File: config.mk
export PLATFORM = sky130hd
export DESIGN_NAME = hyperram_target_stm
export DESIGN_NICKNAME = d
export VERILOG_FILES = /design/src/rtl/hyperram_pkg.sv /design/src/rtl/hyperram_target_mem.sv /design/src/rtl/hyperram_target_stm.sv
export SDC_FILE = /design/constraint.sdc
export NUM_CORES = 1
export LEC_CHECK = 0
export BUFFER_PORTS_ARGS = -buffer_cell sky130_fd_sc_hd__buf_2
export CORE_MARGIN = 5
export CORE_UTILIZATION = 47
export DETAILED_ROUTE_END_ITERATION = 10
export GPL_TIMING_DRIVEN = 1
export MAX_ROUTING_LAYER = met4
export PLACE_DENSITY = 0.67
export SETUP_SLACK_MARGIN = 0.5
export SYNTH_ARGS = -nofsm -noshare
export SYNTH_HDL_FRONTEND = slang
export SYNTH_SLANG_ARGS = --single-unit
File: constraint.sdc
create_clock -name clk -period 4.4 [get_ports clk]
set_input_delay 0.66 -clock clk [delete_from_list [all_inputs] [get_ports clk]]
set_output_delay 0.66 -clock clk [all_outputs]
set_load 0.01 [all_outputs]
File: src/rtl/hyperram_pkg.sv
// hyperram_pkg
// Shared definitions for the HyperRAM word-level bus: command/address (CA)
// bit positions, register map, register reset defaults, wrapped-burst group
// size and the target state encoding used by the device-side responder and
// the controller state machines that talk to it.
package hyperram_pkg;

  // Command/address word layout (48 bits, sent as three 16-bit words)
  localparam int CA_W           = 48;
  localparam int CA_RW_BIT      = 47;  // 1 = read
  localparam int CA_AS_BIT      = 46;  // 1 = register space
  localparam int CA_BURST_BIT   = 45;  // 1 = linear, 0 = wrapped
  localparam int CA_ADDR_HI     = 44;  // upper word-address field CA[44:16]
  localparam int CA_ADDR_MID_LO = 16;
  localparam int CA_ADDR_LO_HI  = 2;   // lower word-address field CA[2:0]

  // Register map; only word-address bits [11] and [0] take part in decode
  localparam int          REG_SEL_HI_BIT = 11;
  localparam logic [31:0] REG_ID0_ADDR   = 32'h0000_0000;
  localparam logic [31:0] REG_ID1_ADDR   = 32'h0000_0001;
  localparam logic [31:0] REG_CR0_ADDR   = 32'h0000_0800;
  localparam logic [31:0] REG_CR1_ADDR   = 32'h0000_0801;

  localparam logic [1:0] REG_SEL_ID0 = {REG_ID0_ADDR[REG_SEL_HI_BIT], REG_ID0_ADDR[0]};
  localparam logic [1:0] REG_SEL_ID1 = {REG_ID1_ADDR[REG_SEL_HI_BIT], REG_ID1_ADDR[0]};
  localparam logic [1:0] REG_SEL_CR0 = {REG_CR0_ADDR[REG_SEL_HI_BIT], REG_CR0_ADDR[0]};
  localparam logic [1:0] REG_SEL_CR1 = {REG_CR1_ADDR[REG_SEL_HI_BIT], REG_CR1_ADDR[0]};

  // Register contents / reset defaults
  localparam logic [15:0] ID0_DEFAULT = 16'h0C81;
  localparam logic [15:0] ID1_DEFAULT = 16'h0000;
  localparam logic [15:0] CR0_DEFAULT = 16'h8F1F;
  localparam logic [15:0] CR1_DEFAULT = 16'hFFC1;

  // Wrapped bursts stay inside an aligned group of this many words
  localparam int WRAP_GROUP = 16;

  // Target state encoding
  typedef logic [2:0] target_state_t;
  localparam target_state_t TST_IDLE  = 3'd0;
  localparam target_state_t TST_CA    = 3'd1;
  localparam target_state_t TST_LAT   = 3'd2;
  localparam target_state_t TST_RDATA = 3'd3;
  localparam target_state_t TST_WDATA = 3'd4;
  localparam target_state_t TST_REGW  = 3'd5;
  localparam target_state_t TST_HOLD  = 3'd6;

endpackage

File: src/rtl/hyperram_target_mem.sv
// hyperram_target_mem
// Word-wide storage array behind the HyperRAM target. One synchronous write
// port and one combinational read port; contents are not reset.
// Ports:
//   clk    clock
//   we     write enable (already qualified with the write mask)
//   waddr  write word index
//   wdata  write word
//   raddr  read word index
//   rdata  read word, combinational from raddr
module hyperram_target_mem #(
  parameter int ADDR_W = 6,
  parameter int DATA_W = 16
) (
  input  logic              clk,
  input  logic              we,
  input  logic [ADDR_W-1:0] waddr,
  input  logic [DATA_W-1:0] wdata,
  input  logic [ADDR_W-1:0] raddr,
  output logic [DATA_W-1:0] rdata
);

  localparam int DEPTH = 1 << ADDR_W;

  logic [DATA_W-1:0] mem [DEPTH];

  always_ff @(posedge clk) begin
    if (we) begin
      mem[waddr] <= wdata;
    end
  end

  assign rdata = mem[raddr];

endmodule

File: src/rtl/hyperram_target_stm.sv
// hyperram_target_stm
// Device-side HyperRAM responder working on the 16-bit-per-clock word
// abstraction. Collects the 48-bit CA over three words, flags the CA window
// on RWDS, then serves memory/register reads and accepts memory/register
// writes after the configured latency (register writes have none).
// Ports:
//   clk       clock
//   rst       synchronous active-high reset
//   csn       chip select, active low; high aborts the access at the next edge
//   dq_in     controller word (CA, write data)
//   dq_out    read data word
//   dq_oe     target drives dq_out
//   rwds_in   write mask, 1 = discard this data word
//   rwds_out  CA-window flag / read data strobe
//   rwds_oe   target drives rwds_out
module hyperram_target_stm
  import hyperram_pkg::*;
#(
  parameter int          ADDR_W  = 6,
  parameter int          LATENCY = 12,
  parameter logic [15:0] ID0_VAL = ID0_DEFAULT,
  parameter logic [15:0] ID1_VAL = ID1_DEFAULT,
  parameter logic [15:0] CR0_RST = CR0_DEFAULT,
  parameter logic [15:0] CR1_RST = CR1_DEFAULT
) (
  input  logic        clk,
  input  logic        rst,
  input  logic        csn,
  input  logic [15:0] dq_in,
  output logic [15:0] dq_out,
  output logic        dq_oe,
  input  logic        rwds_in,
  output logic        rwds_out,
  output logic        rwds_oe
);

  localparam int CNT_W = (LATENCY < 1) ? 1 : $clog2(LATENCY + 1);
  localparam logic [ADDR_W-1:0] WRAP_MASK = ADDR_W'(WRAP_GROUP - 1);

  target_state_t     state_reg,    state_next;
  logic [31:0]       ca_reg,       ca_next;
  logic [1:0]        ca_cnt_reg,   ca_cnt_next;
  logic [CNT_W-1:0]  lat_cnt_reg,  lat_cnt_next;
  logic [ADDR_W-1:0] addr_reg,     addr_next;
  logic [1:0]        sel_reg,      sel_next;
  logic              rd_reg,       rd_next;
  logic              regsp_reg,    regsp_next;
  logic              lin_reg,      lin_next;
  logic [15:0]       cr0_reg,      cr0_next;
  logic [15:0]       cr1_reg,      cr1_next;
  logic [15:0]       dq_out_reg,   dq_out_next;
  logic              dq_oe_reg,    dq_oe_next;
  logic              rwds_out_reg, rwds_out_next;
  logic              rwds_oe_reg,  rwds_oe_next;

  // Full CA as seen on the third CA edge: two shifted words plus the live bus
  logic [CA_W-1:0]   ca_full;
  logic [31:0]       ca_wa;
  logic [ADDR_W-1:0] ca_idx;
  logic [1:0]        ca_sel;
  logic              ca_last;
  logic              ca_regwr;
  logic              ca_unused;

  // Attributes of the word being transferred on this edge. On the final CA
  // edge they come straight from the bus, otherwise from the latched CA.
  logic [ADDR_W-1:0] act_idx;
  logic [1:0]        act_sel;
  logic              act_rd;
  logic              act_regsp;
  logic              act_lin;
  logic              data_act;

  logic [ADDR_W-1:0] idx_inc;
  logic [ADDR_W-1:0] idx_wrap;
  logic [ADDR_W-1:0] idx_next;
  logic [15:0]       reg_rdata;
  logic [15:0]       mem_rdata;
  logic [15:0]       rd_word;
  logic              mem_we;

  assign ca_full  = {ca_reg, dq_in};
  assign ca_wa    = {ca_full[CA_ADDR_HI:CA_ADDR_MID_LO], ca_full[CA_ADDR_LO_HI:0]};
  assign ca_idx   = ca_wa[ADDR_W-1:0];
  assign ca_sel   = {ca_wa[REG_SEL_HI_BIT], ca_wa[0]};
  assign ca_last  = (state_reg == TST_CA) && (ca_cnt_reg == 2'd2);
  assign ca_regwr = ca_full[CA_AS_BIT] && !ca_full[CA_RW_BIT];

  // Upper address and reserved CA bits are not decoded by this small target
  assign ca_unused = ^{ca_full, ca_wa};

  assign act_idx   = ca_last ? ca_idx                  : addr_reg;
  assign act_sel   = ca_last ? ca_sel                  : sel_reg;
  assign act_rd    = ca_last ? ca_full[CA_RW_BIT]      : rd_reg;
  assign act_regsp = ca_last ? ca_full[CA_AS_BIT]      : regsp_reg;
  assign act_lin   = ca_last ? ca_full[CA_BURST_BIT]   : lin_reg;

  // A data word moves on this edge: every edge of a data phase, the edge on
  // which the latency count expires, or the final CA edge at zero latency.
  assign data_act = !csn &&
                    ((state_reg == TST_RDATA) || (state_reg == TST_WDATA) ||
                     ((state_reg == TST_LAT) && (lat_cnt_reg == CNT_W'(1))) ||
                     (ca_last && (LATENCY == 0) && !ca_regwr));

  // Linear bursts roll over the whole array; wrapped bursts stay inside
  // their aligned group.
  assign idx_inc  = act_idx + ADDR_W'(1);
  assign idx_wrap = (act_idx & ~WRAP_MASK) | (idx_inc & WRAP_MASK);
  assign idx_next = act_lin ? idx_inc : idx_wrap;

  always_comb begin
    reg_rdata = ID0_VAL;
    case (act_sel)
      REG_SEL_ID0: reg_rdata = ID0_VAL;
      REG_SEL_ID1: reg_rdata = ID1_VAL;
      REG_SEL_CR0: reg_rdata = cr0_reg;
      REG_SEL_CR1: reg_rdata = cr1_reg;
      default:     reg_rdata = ID0_VAL;
    endcase
  end

  assign rd_word = act_regsp ? reg_rdata : mem_rdata;
  assign mem_we  = data_act && !act_rd && !act_regsp && !rwds_in;

  hyperram_target_mem #(
    .ADDR_W (ADDR_W),
    .DATA_W (16)
  ) u_mem (
    .clk   (clk),
    .we    (mem_we),
    .waddr (act_idx),
    .wdata (dq_in),
    .raddr (act_idx),
    .rdata (mem_rdata)
  );

  always_comb begin
    state_next    = state_reg;
    ca_next       = ca_reg;
    ca_cnt_next   = ca_cnt_reg;
    lat_cnt_next  = lat_cnt_reg;
    addr_next     = addr_reg;
    sel_next      = sel_reg;
    rd_next       = rd_reg;
    regsp_next    = regsp_reg;
    lin_next      = lin_reg;
    cr0_next      = cr0_reg;
    cr1_next      = cr1_reg;
    dq_out_next   = dq_out_reg;
    dq_oe_next    = dq_oe_reg;
    rwds_out_next = rwds_out_reg;
    rwds_oe_next  = rwds_oe_reg;

    if (csn) begin
      // Deselect ends any access; writes already committed stay.
      state_next    = TST_IDLE;
      dq_out_next   = 16'h0000;
      dq_oe_next    = 1'b0;
      rwds_out_next = 1'b0;
      rwds_oe_next  = 1'b0;
    end else begin
      case (state_reg)
        TST_IDLE: begin
          state_next    = TST_CA;
          ca_cnt_next   = 2'd0;
          rwds_oe_next  = 1'b1;
          rwds_out_next = 1'b1;
        end
        TST_CA: begin
          ca_next     = {ca_reg[15:0], dq_in};
          ca_cnt_next = ca_cnt_reg + 2'd1;
          if (ca_last) begin
            rwds_oe_next  = 1'b0;
            rwds_out_next = 1'b0;
            addr_next     = ca_idx;
            sel_next      = ca_sel;
            rd_next       = ca_full[CA_RW_BIT];
            regsp_next    = ca_full[CA_AS_BIT];
            lin_next      = ca_full[CA_BURST_BIT];
            lat_cnt_next  = CNT_W'(LATENCY);
            if (ca_regwr) begin
              state_next = TST_REGW;
            end else if (LATENCY != 0) begin
              state_next = TST_LAT;
            end
          end
        end
        TST_LAT: begin
          if (lat_cnt_reg != CNT_W'(1)) begin
            lat_cnt_next = lat_cnt_reg - CNT_W'(1);
          end
        end
        TST_REGW: begin
          // ID registers are read-only, so only the CR selects take data
          if (sel_reg == REG_SEL_CR0) begin
            cr0_next = dq_in;
          end else if (sel_reg == REG_SEL_CR1) begin
            cr1_next = dq_in;
          end
          state_next = TST_HOLD;
        end
        TST_RDATA, TST_WDATA, TST_HOLD: begin
        end
        default: begin
          state_next = TST_IDLE;
        end
      endcase

      if (data_act) begin
        state_next = act_rd ? TST_RDATA : TST_WDATA;
        // Register reads keep returning the same register
        addr_next  = idx_next;
        if (act_rd) begin
          dq_out_next   = rd_word;
          dq_oe_next    = 1'b1;
          rwds_oe_next  = 1'b1;
          rwds_out_next = 1'b1;
        end
      end
    end
  end

  always_ff @(posedge clk) begin
    if (rst) begin
      state_reg    <= TST_IDLE;
      ca_reg       <= 32'h0;
      ca_cnt_reg   <= 2'd0;
      lat_cnt_reg  <= '0;
      addr_reg     <= '0;
      sel_reg      <= 2'd0;
      rd_reg       <= 1'b0;
      regsp_reg    <= 1'b0;
      lin_reg      <= 1'b0;
      cr0_reg      <= CR0_RST;
      cr1_reg      <= CR1_RST;
      dq_out_reg   <= 16'h0000;
      dq_oe_reg    <= 1'b0;
      rwds_out_reg <= 1'b0;
      rwds_oe_reg  <= 1'b0;
    end else begin
      state_reg    <= state_next;
      ca_reg       <= ca_next;
      ca_cnt_reg   <= ca_cnt_next;
      lat_cnt_reg  <= lat_cnt_next;
      addr_reg     <= addr_next;
      sel_reg      <= sel_next;
      rd_reg       <= rd_next;
      regsp_reg    <= regsp_next;
      lin_reg      <= lin_next;
      cr0_reg      <= cr0_next;
      cr1_reg      <= cr1_next;
      dq_out_reg   <= dq_out_next;
      dq_oe_reg    <= dq_oe_next;
      rwds_out_reg <= rwds_out_next;
      rwds_oe_reg  <= rwds_oe_next;
    end
  end

  assign dq_out   = dq_out_reg;
  assign dq_oe    = dq_oe_reg;
  assign rwds_out = rwds_out_reg;
  assign rwds_oe  = rwds_oe_reg;

endmodule

==> flow_metrics.env <==
export IMPL_synth_fa_ha_area_share_pct=0.120
export IMPL_grt_max_degree=67
export IMPL_leakage_nw=15.5
export IMPL_synth_ff_type="edfxtp_1"
export IMPL_power_density_mw_per_mm2=447
export IMPL_hold_buffers=0
export IMPL_cp_start_kind="flop"
export IMPL_endpoint_kind="flop"
export IMPL_startpoint="ca_cnt_reg[0]"
export IMPL_cp_slowest_cell="a2111oi_0"
export IMPL_hold_start="dq_in[15]"
export IMPL_synth_fp_nets=2571
export IMPL_largest_reg_flops=1024
export IMPL_tns_ps=0
export IMPL_die_area_mm2=0.0944
export IMPL_dpl_hpwl_um=74400
export IMPL_synth_cell_types=62
export IMPL_yosys_warnings=0
export IMPL_outcome="complete, no violations"
export IMPL_worstPathArrival_ps=4430
export IMPL_synth_common_cells="edfxtp_1 (1024), a22oi_1 (222), nand2_1 (185)"
export IMPL_yosysSeqAreaShare_pct=77.9
export IMPL_fin_worst_skew_ps=30.2
export IMPL_boundaryPins=39
export IMPL_drt_iter0_markers=3637
export IMPL_synth_compound_area_share_pct=12.7
export IMPL_relSlewSlack_pct=19.7
export IMPL_max_freq_ghz=0.257
export IMPL_h_tree_depth=3
export IMPL_viasPerCell=6.39
export IMPL_cts_root_buf="clkbuf_16"
export IMPL_drc=0
export IMPL_crit_fanout=31
export IMPL_grt_total_usage_pct=25.6
export IMPL_cts_tree="done"
export IMPL_antenna_found_initial=10
export IMPL_drive_above_1_share_pct=15.5
export IMPL_instances_no_fill=3997
export IMPL_finalPower_mw=21.4
export IMPL_final_max_slew_viol_count=0
export IMPL_vias=25557
export IMPL_wirelength_um=121000
export IMPL_path_buf_inv=2
export IMPL_synth_edff_count=1024
export IMPL_grt_pass1_vias=24621
export IMPL_worstHoldEndpoint="cr1_reg[15]"
export IMPL_yosys_area_top_type="edfxtp_1"
export IMPL_cts_buffers=105
export IMPL_synth_area_leaders="edfxtp_1 (74%), a22oi_1 (4.0%), dfxtp_1 (3.9%)"
export IMPL_cp_top_family="compound AO/OA/AOI/OAI gates"
export IMPL_cts_sinks=1105
export IMPL_r2r_end="dq_out[0]"
export IMPL_yosys_area_share_simple_pct=4.74
export IMPL_path_clk_slew_ps=60
export IMPL_regMostFlops="u_mem.mem"
export IMPL_rrSetupSlack_ps=510
export IMPL_setup_violations=0
export IMPL_clockBufferDepth=3
export IMPL_min_delay_path_class="in2reg"
export IMPL_worstReg2RegStart="ca_cnt_reg[0]"
export IMPL_synth_most_common_cell="edfxtp_1"
export IMPL_async_flop_share_pct=0
export IMPL_final_net_count=2758
export IMPL_port_buffers=38
export IMPL_hold_depth=2
export IMPL_syn_area_mm2=0.0415
export IMPL_synth_top_family_by_area="compound AO/OA/AOI/OAI gates"
export IMPL_die_width_um=307
export IMPL_firstDrtPassIters=6
export IMPL_grt_pass1_wl_um=173000
export IMPL_coreArea_mm2=0.0881
export IMPL_synth_xor_area_share_pct=0
export IMPL_timing_final_hold_violations=0
export IMPL_period_share_pct=88.5
export IMPL_tightest_slew_ps=1190
export IMPL_drv_cap=0
export IMPL_worst_setup_path_type="reg2reg"
export IMPL_fin_crit_ps=3890
export IMPL_die_h_um=307
export IMPL_ir_drop_mv=0.282
export IMPL_start_util_pct=47.1
export IMPL_postSynthCellCount=2547
export IMPL_post_place_cells=3790
export IMPL_muxShareOfSynthArea_pct=2.73
export IMPL_clk_insertion_delay_late_ps=680
export IMPL_cp_cell_sequence="inv_1 -> ha_1 -> and4bb_4 -> buf_12 -> mux2_4 -> a22o_1 -> a221oi_1 -> a31oi_1 -> or4_1 -> a2111oi_0 -> nor3_1"
export IMPL_ys_seq_elements=1105
export IMPL_place_congestion=0.914
export IMPL_area_growth_pct=15.4
export IMPL_critical_path_required_ps=4930
export IMPL_grt_overflow=0
export IMPL_num_rows=109
export IMPL_wl_per_cell_um=30.2
export IMPL_antenna_left=0
export IMPL_synth_top_cell_area_share_pct=74.0
export IMPL_reg2regPathDepth=11
export IMPL_slowest_delay_ps=730
export IMPL_syn_area_per_cell_um2=16.3
export IMPL_grt_setup_unrepaired="no"
## layer usage
layer  global-route usage (%)  part of all wire (%)  vias up
met5                        -                     0        -
met4                     9.01                   3.5        0
met3                     6.03                    12      221
met2                     38.4                    47     1655
met1                     34.7                    38    12965
li1                         -                     -    10716
## cell families (layout without fill, tap and decap cells)
logic type / after synthesis / count (layout)
other cells: 0 / 10
fa+ha+maj: 4 / 4
simple gates: 437 / 437
flops: 1105 / 1105
mux: 110 / 110
compound gates: 717 / 717
buf+inv: 174 / 449
## layout make-up
| cell class | instances | area (um^2) |
|---|---|---|
| well taps | 1165 | 1460 |
| clock inverters | 59 | 629 |
| inverters | 8 | 30.0 |
| multi-input cells | 1268 | 8590 |
| repair buffers | 246 | 2030 |
| flip-flops and latches | 1105 | 32400 |
| diodes | 10 | 25.0 |
| fillers | 6832 | 40200 |
| clock buffers | 136 | 2790 |
## where the power goes
part	leakage (nW)	switching (mW)	internal [mW]
combinational	4.03	0.656	0.277
clock	1.67	3.86	5.13
sequential	9.85	0.0155	11.5
total	15.5	4.53	16.9
## worst max-delay path by stage
stage	end	slack, ps	cells past startpoint
global placement	dq_out[1]	190	12
global route	dq_out[3]	490	12
detailed placement	dq_out[1]	190	12
floorplan	u_mem.mem[40][0]	850	12
finish	dq_out[0]	510	11
CTS	dq_out[13]	520	11
## repair_timing
action                     in CTS  in global routing
setup endpoints to repair       9                  9
pin swaps                       0                  1
cloned                          0                  0
resized for setup               4                  7
buffers inserted                0                  2
## layout by cell type (no fill, tap or decap), drive strengths merged, types with 22 or more instances in the layout
| cell type | instances |
|---|---|
| edfxtp | 1024 |
| buf | 246 |
| a22oi | 222 |
| nand2 | 185 |
| clkbuf | 136 |
| nor2 | 118 |
| mux2i | 101 |
| a21oi | 84 |
| a22o | 84 |
| a31oi | 84 |
| a221oi | 84 |
| dfxtp | 81 |
| o21ai | 46 |
| clkinv | 46 |
| o22ai | 34 |
| nor2b | 25 |
| nand3 | 22 |
| nor3 | 22 |
## metrics by stage
step | util (%) | hold WS [ps] | area [um^2] | worst slack (ps)
4_1_cts | 54.3 | 203 | 47800 | 521
3_5_place_dp | 50.4 | 444 | 44400 | 192
3_3_place_gp | 50.4 | 438 | 44400 | 186
2_1_floorplan | - | 432 | 41500 | 845
5_1_grt | 54.4 | 245 | 47900 | 489
6_report | 54.4 | 231 | 47900 | 506
Note: power is estimated with default switching activity, not from simulation.
